--- config.mk ---
export PLATFORM = sky130hd
export DESIGN_NAME = sam_decoder
export DESIGN_NICKNAME = d
export VERILOG_FILES = /design/src/rtl/sam_pkg.sv /design/src/rtl/sam_modexp.sv /design/src/rtl/sam_decoder.sv
export SDC_FILE = /design/constraint.sdc
export NUM_CORES = 1
export LEC_CHECK = 0
export BUFFER_PORTS_ARGS = -buffer_cell sky130_fd_sc_hd__buf_2
export CAP_MARGIN = 20
export CORE_UTILIZATION = 61
export DETAILED_ROUTE_END_ITERATION = 16
export GPL_ROUTABILITY_DRIVEN = 0
export PLACE_DENSITY = 0.79
export SLEW_MARGIN = 20
export SYNTH_ARGS = -nofsm -noshare
export SYNTH_HDL_FRONTEND = slang
export SYNTH_SLANG_ARGS = --single-unit
--- constraint.sdc ---
create_clock -name clk -period 41.1 [get_ports clk]
set_input_delay 4.11 -clock clk [delete_from_list [all_inputs] [get_ports clk]]
set_output_delay 4.11 -clock clk [all_outputs]
set_load 0.05 [all_outputs]
--- src/rtl/sam_pkg.sv ---
// Shared parameters, state encodings and modular-multiply helper
// for the SAM serial RSA-style decoder.
package sam_pkg;

    localparam int KEY_W = 8;
    localparam int LEN_W = 4;
    localparam int CNT_W = 5;

    // Config chain holds {n, d, N}, first sampled bit ends up at the MSB.
    localparam int CFG_W = LEN_W + 2 * KEY_W;
    localparam int CC_W  = $clog2(CFG_W + 1);

    // Widest message the length field can describe.
    localparam int MSG_W = (1 << LEN_W) - 1;

    localparam int STEP_W = $clog2(KEY_W + 1);
    localparam int IDX_W  = $clog2(KEY_W);

    typedef enum logic [1:0] {
        IDLE,
        HIGH,
        LOW
    } dec_state_t;

    typedef enum logic [1:0] {
        E_IDLE,
        E_LOAD,
        E_RUN,
        E_OUT
    } eng_state_t;

    // (a*b) mod n with a double-width product; moduli 0 and 1 give 0.
    function automatic logic [KEY_W-1:0] mulmod(
        input logic [KEY_W-1:0] a,
        input logic [KEY_W-1:0] b,
        input logic [KEY_W-1:0] n
    );
        logic [2*KEY_W-1:0] p;
        logic [2*KEY_W-1:0] q;
        p = {{KEY_W{1'b0}}, a} * {{KEY_W{1'b0}}, b};
        if (n[KEY_W-1:1] == '0) begin
            q = '0;
        end else begin
            q = p % {{KEY_W{1'b0}}, n};
        end
        return q[KEY_W-1:0];
    endfunction

endpackage

--- src/rtl/sam_modexp.sv ---
// Modular exponentiation engine: latches m/d/N on start, loads,
// runs one square-and-multiply step per cycle (d LSB first), then
// shifts r out MSB first on msg with frame high.
// Ports: clk, reset, abort (mode), start, m, d, nmod -> msg, frame.
module sam_modexp
    import sam_pkg::*;
(
    input  logic             clk,
    input  logic             reset,
    input  logic             abort,
    input  logic             start,
    input  logic [MSG_W-1:0] m,
    input  logic [KEY_W-1:0] d,
    input  logic [KEY_W-1:0] nmod,
    output logic             msg,
    output logic             frame
);

    eng_state_t        st;
    logic [MSG_W-1:0]  m_q;
    logic [KEY_W-1:0]  d_q;
    logic [KEY_W-1:0]  n_q;
    logic [KEY_W-1:0]  base;
    logic [KEY_W-1:0]  r;
    logic [STEP_W-1:0] cnt;

    logic [MSG_W-1:0]  m_rem;
    logic              n_big;

    assign n_big = |n_q[KEY_W-1:1];

    always_comb begin
        m_rem = '0;
        if (n_big) begin
            m_rem = m_q % {{(MSG_W-KEY_W){1'b0}}, n_q};
        end
    end

    always_ff @(posedge clk) begin
        if (reset || abort) begin
            st    <= E_IDLE;
            m_q   <= '0;
            d_q   <= '0;
            n_q   <= '0;
            base  <= '0;
            r     <= '0;
            cnt   <= '0;
            msg   <= 1'b0;
            frame <= 1'b0;
        end else begin
            unique case (st)
                E_IDLE: begin
                    // Starts arriving while busy are simply dropped.
                    if (start) begin
                        m_q <= m;
                        d_q <= d;
                        n_q <= nmod;
                        st  <= E_LOAD;
                    end
                end
                E_LOAD: begin
                    base <= m_rem[KEY_W-1:0];
                    r    <= {{(KEY_W-1){1'b0}}, n_big};
                    cnt  <= '0;
                    st   <= E_RUN;
                end
                E_RUN: begin
                    if (d_q[cnt[IDX_W-1:0]]) begin
                        r <= mulmod(r, base, n_q);
                    end
                    base <= mulmod(base, base, n_q);
                    if (cnt == STEP_W'(KEY_W - 1)) begin
                        cnt <= '0;
                        st  <= E_OUT;
                    end else begin
                        cnt <= cnt + 1'b1;
                    end
                end
                E_OUT: begin
                    if (cnt == STEP_W'(KEY_W)) begin
                        frame <= 1'b0;
                        msg   <= 1'b0;
                        cnt   <= '0;
                        st    <= E_IDLE;
                    end else begin
                        frame <= 1'b1;
                        msg   <= r[KEY_W-1];
                        r     <= {r[KEY_W-2:0], 1'b0};
                        cnt   <= cnt + 1'b1;
                    end
                end
                default: st <= E_IDLE;
            endcase
        end
    end

endmodule

--- src/rtl/sam_decoder.sv ---
// SAM decoder top: config shift-in, str edge detect, pulse-width bit
// decoder and message collector feeding the modexp engine.
// Ports: clk, reset, str, mode -> msg, frame.
module sam_decoder
    import sam_pkg::*;
(
    input  logic clk,
    input  logic reset,
    input  logic str,
    input  logic mode,
    output logic msg,
    output logic frame
);

    logic [CFG_W-1:0] cfg;
    logic [CC_W-1:0]  cfg_cnt;
    logic             prev_str;
    dec_state_t       st;
    logic [CNT_W-1:0] h;
    logic [CNT_W-1:0] l;
    logic [LEN_W-1:0] idx;
    logic [MSG_W-1:0] m;

    logic [LEN_W-1:0] n;
    logic [KEY_W-1:0] d;
    logic [KEY_W-1:0] nmod;

    logic             rise;
    logic             bit_ok;
    logic             bit_val;
    logic [LEN_W-1:0] idx_next;
    logic [MSG_W-1:0] m_next;
    logic             close;
    logic             done;

    assign n    = cfg[CFG_W-1 -: LEN_W];
    assign d    = cfg[2*KEY_W-1 -: KEY_W];
    assign nmod = cfg[KEY_W-1:0];

    // prev_str tracks str through config too, so a 1 held across the
    // mode fall is never seen as an edge.
    assign rise     = str & ~prev_str;
    assign bit_ok   = (h != l);
    assign bit_val  = (h > l);
    assign idx_next = idx + 1'b1;
    assign m_next   = {m[MSG_W-2:0], bit_val};
    assign close    = (st == LOW) && rise && !mode;
    assign done     = close && bit_ok && (idx_next == n);

    function automatic logic [CNT_W-1:0] sat_inc(
        input logic [CNT_W-1:0] v
    );
        return (&v) ? v : v + 1'b1;
    endfunction

    always_ff @(posedge clk) begin
        if (reset) begin
            cfg      <= '0;
            cfg_cnt  <= '0;
            prev_str <= 1'b1;
            st       <= IDLE;
            h        <= '0;
            l        <= '0;
            idx      <= '0;
            m        <= '0;
        end else begin
            prev_str <= str;
            if (mode) begin
                if (cfg_cnt != CC_W'(CFG_W)) begin
                    cfg     <= {cfg[CFG_W-2:0], str};
                    cfg_cnt <= cfg_cnt + 1'b1;
                end
                st  <= IDLE;
                h   <= '0;
                l   <= '0;
                idx <= '0;
                m   <= '0;
            end else begin
                cfg_cnt <= '0;
                unique case (st)
                    IDLE: begin
                        if (rise && (n != '0)) begin
                            h   <= CNT_W'(1);
                            l   <= '0;
                            idx <= '0;
                            m   <= '0;
                            st  <= HIGH;
                        end
                    end
                    HIGH: begin
                        if (str) begin
                            h <= sat_inc(h);
                        end else begin
                            l  <= CNT_W'(1);
                            st <= LOW;
                        end
                    end
                    LOW: begin
                        if (!str) begin
                            l <= sat_inc(l);
                        end else begin
                            // Closing edge always opens the next bit.
                            h  <= CNT_W'(1);
                            l  <= '0;
                            st <= HIGH;
                            if (!bit_ok || done) begin
                                idx <= '0;
                                m   <= '0;
                            end else begin
                                idx <= idx_next;
                                m   <= m_next;
                            end
                        end
                    end
                    default: st <= IDLE;
                endcase
            end
        end
    end

    sam_modexp u_modexp (
        .clk   (clk),
        .reset (reset),
        .abort (mode),
        .start (done),
        .m     (m_next),
        .d     (d),
        .nmod  (nmod),
        .msg   (msg),
        .frame (frame)
    );

endmodule

# After elaboration in Yosys (flattened, before gate mapping)
# Index checks and enable logic that the tools add are counted.
# totals
regBits,111
elab_cells,123
# op_classes
n_eq_ne,21
bitwise_logic,3
muxes,40
add_sub_neg,5
n_div,3
magnitude_cmp,2
multipliers,2
n_reduce_logical,30
# op_table
operator,count
2-to-1 mux 14 bit,3
2-to-1 mux 5 bit,8
2-to-1 mux 8 bit,5
modulo 16 x 8 -> 16 bit,2
multiplier 8 x 8 -> 16 bit,2
one-hot mux 5 bit (3 select lines),2
one-hot mux 14 bit (2 select lines),1
one-hot mux 8 bit (3 select lines),1
2-to-1 mux 4 bit,5
one-hot mux 8 bit (2 select lines),1
"adder 5 x 1 -> 5 bit, second input constant",3
modulo 15 x 8 -> 15 bit,1
AND reduction 5 bit,3
"inequality test 2 bit, second input constant",7
2-to-1 mux 2 bit,6
one-hot mux 4 bit (3 select lines),1
AND reduction 3 bit,4
"adder 4 x 1 -> 4 bit, second input constant",2
one-hot mux 2 bit (4 select lines),1
one-hot mux 4 bit (2 select lines),1
zero test 7 bit,1
OR reduction 7 bit,1
"equality test 2 bit, second input constant",3
"inequality test 2 x 1 -> 1 bit, second input constant",3
24 further kinds,39

# Longest topological paths before layout
# logic_depth
ltp_word,10
mapped_depth,182
ltp_nobuf,171

# Modules after synthesis
# From an unflattened synthesis, not the netlist that was laid out.
# unflattened
hier_cells,3294
area_unflattened_um2,24989.0
# modules_own_cells
module,seq_area_each_um2,cells_each,area_each_um2,n_inst
sam_modexp,1101.1,2987,22326.4,1
sam_decoder,1121.1,307,2662.6,1

# Least setup slack after synthesis
# OpenSTA, ideal clock, no wires.
# synth_path
path_type,register -> register
startpoint,register u_modexp.base[2]
endpoint,register u_modexp.base[3]
synth_period_minus_slack_ns,35.708
arrival_time_ns,35.587
path_stages_with_launch,174
path_buffers,10
slack_ns,5.392
path_cell_list,dfxtp_1 clkbuf_1 and2_1 fa_1 fa_1 inv_1 fa_1 fa_1 inv_1 ha_1 o211ai_1 a21o_1 a31o_2 nand2_1 xnor2_1 ha_1 nor2b_1 nand3_1 (+138 left out) a21oi_1 and3_1 nand2_1 mux2_2 ha_1 a21o_1 a21o_1 a21o_1 a21oi_1 o21ai_0 a21o_1 a21o_1 nor3_1 o211ai_1 o31a_1 buf_6 mux2_4 a221o_1
# synth_between
elab_chain_len,4
# synth_lines
item,line_no,rtl
start: declaration,sam_modexp.sv:23,logic [KEY_W-1:0] base;
start signal: assignment,sam_modexp.sv:62,base <= m_rem[KEY_W-1:0];
start signal: assignment,sam_modexp.sv:71,"base <= mulmod(base, base, n_q);"
multiplier 8 x 8 -> 16 bit,sam_pkg.sv:40,"p = {{KEY_W{1'b0}}, a} * {{KEY_W{1'b0}}, b};"
modulo 16 x 8 -> 16 bit,sam_pkg.sv:44,"q = p % {{KEY_W{1'b0}}, n};"
2-to-1 mux 8 bit,sam_pkg.sv:41,if (n[KEY_W-1:1] == '0) begin
one-hot mux 8 bit (2 select lines),sam_modexp.sv:51,unique case (st)
# No other way between the ends.
# A chain may end at the register's enable or synchronous reset.

# Worst setup path after layout
# layout_path
startpoint,register u_modexp.base[7]
endpoint,register u_modexp.base[3]
# Same word-level chain as after synthesis.

==> results.sh <==
export IMPL_grt_pass1_wl_um=108000
export IMPL_syn_instance_count=3275
export IMPL_cp_num_buf_inv=7
export IMPL_finalCritPeriodShare_pct=94.4
export IMPL_drive_above_1_share_pct=7.92
export IMPL_outcome="finished, final reports clean"
export IMPL_finalHoldViolations=0
export IMPL_ys_seq_area_share_pct=8.94
export IMPL_yosys_area_top_type_share_pct=19.3
export IMPL_start_util_pct=62.2
export IMPL_p_leak_nw=11.1
export IMPL_die_w_um=204
export IMPL_slowest_stage="fa_1"
export IMPL_row_count=73
export IMPL_synth_ff_latch_count=111
export IMPL_core_um2=40000
export IMPL_dp_cells=3740
export IMPL_critPathArrivalTime_ns=39.02
export IMPL_avgSynthCellArea_um2=7.59
export IMPL_fin_util_pct=64.4
export IMPL_fin_skew_ns=0.0118
export IMPL_hold_depth=2
export IMPL_hold_path_class="register to register"
export IMPL_cap_viol_max_count=0
export IMPL_cp_start_kind="register"
export IMPL_cts_hold_buffers=0
export IMPL_numPortBuffers=5
export IMPL_dp_worst_setup_slack_ns=1.08
export IMPL_io_pins=6
export IMPL_ys_flop_type="dfxtp_1"
export IMPL_via_per_inst=6.49
export IMPL_area_growth_syn_to_layout_pct=3.62
export IMPL_drv_slew=0
export IMPL_crit_fanout=21
export IMPL_yosysWarnings=0
export IMPL_grt_start_max_net_pins=65
export IMPL_async_reset_ff_share_pct=0
export IMPL_clk_insertion_delay_late_ns=0.36
export IMPL_fin_nets=3682
export IMPL_drt_iter0_markers=1913
export IMPL_routed_wl_um=65600
export IMPL_fin_total_pwr_mw=0.201
export IMPL_cp_top_family="compound AO/OA/AOI/OAI gates"
export IMPL_setup_violations_final=0
export IMPL_postLayoutCellArea_um2=25800
export IMPL_clock_sinks=111
export IMPL_cts_tree="built"
export IMPL_crit_top_cell="o21a_1"
export IMPL_dpl_instance_area_um2=25400
export IMPL_clockBufferDepth=2
export IMPL_drcViolationCount=0
export IMPL_fmax_mhz=25.8
export IMPL_clk_pin_slew_ns=0.07
export IMPL_hpwl_um=51300
export IMPL_synth_edff_count=0
export IMPL_layout_cells_non_filler=3758
export IMPL_path_class="register to register"
export IMPL_synth_cell_types=115
export IMPL_cp_num_cells=164
export IMPL_cts_htree_levels=3
export IMPL_whs_ns=0.457
export IMPL_antenna_cells=0
export IMPL_first_global_vias=23200
export IMPL_tns_ns=0
export IMPL_netlist_area_um2=24900
export IMPL_max_slew_worst_pin_slew_ns=1.09
export IMPL_slew_headroom_pct=26.8
export IMPL_gr_usage_all_layers_pct=30.7
export IMPL_slowest_delay_ns=0.54
export IMPL_dieArea_um2=41600
export IMPL_powerDensity_nw_per_um2=7.79
export IMPL_r2r_cells=164
export IMPL_grt_overflow=0
export IMPL_dr_total_vias=24400
export IMPL_worstSetupEndpointType="register"
export IMPL_wl_per_cell_um=17.4
export IMPL_synth_top_area_cell="ha_1"
export IMPL_cts_buffers=9
export IMPL_vdd_ir_drop_max_mv=0.0312
export IMPL_synth_nets=3728
export IMPL_drt_pass1_iter_count=7
export IMPL_die_y_um=204
export IMPL_fin_crit_ns=38.78
export IMPL_synth_area_leaders="ha_1, dfxtp_1, fa_1, nand2_1, a21oi_1"
export IMPL_fin_ws_ns=2.32
export IMPL_antenna_found_initial=0
export IMPL_root_buffer="clkbuf_16"
export IMPL_required_ns=41.34
export IMPL_postRouteAntennaNets=0
## routing by layer
metal  part of all wire (%)  track usage [%]  up-vias
li1                       -                -    12000
met1                     44             40.0    11400
met2                     47             52.8      809
met3                    5.8             2.77      203
met4                    3.4             10.4        0
met5                      0                0        -
## final cells by class
type / count / area, um2
inverters: 190 / 713
flip-flops and latches: 111 / 2230
fillers: 3484 / 14200
clock inverters: 6 / 80.1
well taps: 525 / 657
multi-input cells: 2886 / 21600
repair buffers: 31 / 220
clock buffers: 9 / 225
## placed cells by master (no fill, tap or decap), types with 44 or more instances in the layout
cell	synthesis	routed
nand2_1	337	337
ha_1	384	384
o21a_1	149	149
o31ai_1	60	60
fa_1	65	65
xor2_1	74	74
xnor2_1	88	88
mux2_2	71	71
and2_1	102	101
a21o_1	81	81
nor3_1	159	157
o21ai_0	131	131
nor2_1	247	246
inv_1	187	181
a21oi_1	231	229
nor2b_1	47	47
nand3_1	44	44
dfxtp_1	111	104
## cell usage after synthesis (10+ instances only)
master	instances
nand3_1	44
dfxtp_1	111
nand4_1	24
and2_1	102
or2_2	34
nor2b_1	47
nand2_1	337
inv_1	187
clkbuf_1	69
mux2i_1	40
and3_1	19
buf_2	10
nand2b_1	43
a22oi_1	24
ha_1	384
fa_1	65
o21a_1	149
mux2_2	71
a31oi_1	29
xnor2_1	88
a21oi_1	231
o22ai_1	20
or3_1	33
nor3_1	159
nor4_1	14
a21boi_0	10
a211o_1	10
o211ai_1	34
a211oi_1	26
xor2_1	74
nor2_1	247
o21bai_1	10
o31ai_1	60
a21o_1	81
o21ai_0	131
## path summary, 6_finish.rpt
| check | endpoint | from | slack (ns) |
|---|---|---|---|
| max | u_modexp.base[3] | u_modexp.base[7] | 2.32 |
| min | u_modexp.d_q[1] | u_modexp.d_q[1] | 0.46 |
| max reg2reg | u_modexp.base[3] | u_modexp.base[7] | 2.32 |
| min reg2reg | u_modexp.d_q[1] | u_modexp.d_q[1] | 0.46 |
## state kept, by name, summed over array words and instances, names as in the netlist
register        flops
cfg                20
u_modexp.m_q       15
m                  14
u_modexp.base       8
u_modexp.d_q        8
u_modexp.n_q        8
u_modexp.r          8
cfg_cnt             5
h                   5
l                   5
idx                 4
u_modexp.cnt        4
st                  2
u_modexp.st         2
prev_str            1
u_modexp.frame      1
u_modexp.msg        1
## worst register-to-register path: cells and delay by family (launching register included)
family | cells | cell delay, ns
AOI/OAI and AO/OA | 81 | 18.61
xor gates and xnor gates | 1 | 0.19
adders and majority gates | 22 | 7.85
buffers and inverters | 7 | 0.94
DFF | 1 | 0.50
muxes | 7 | 2.42
and+or+nand+nor | 46 | 8.19
## logic make-up (layout without fill, tap and decap cells)
kind of cell	after synthesis	count (layout)	synth area share (%)
simple gates	1181	1181	23.9
compound gates	971	971	27.0
fa+ha+maj	449	449	24.6
buf+inv	278	236	4.33
xor+xnor	163	163	5.77
mux	122	122	5.52
flops	111	111	8.94
## what timing repair did
action / CTS / global route
gates resized for setup: 0 / 17
setup endpoints to repair: 0 / 16
setup buffers: 0 / 3
hold endpoints to repair: 0 / 0
## power breakdown
group	total, mW	switching, mW	internal, mW	leakage (nW)
sequential	0.108	0.000205	0.108	0.898
combinational	0.00350	0.00291	0.000583	10.1
clock	0.0893	0.0412	0.0481	0.151
total	0.201	0.0443	0.156	11.1
No activity file was read; power rests on OpenSTA's default activity.
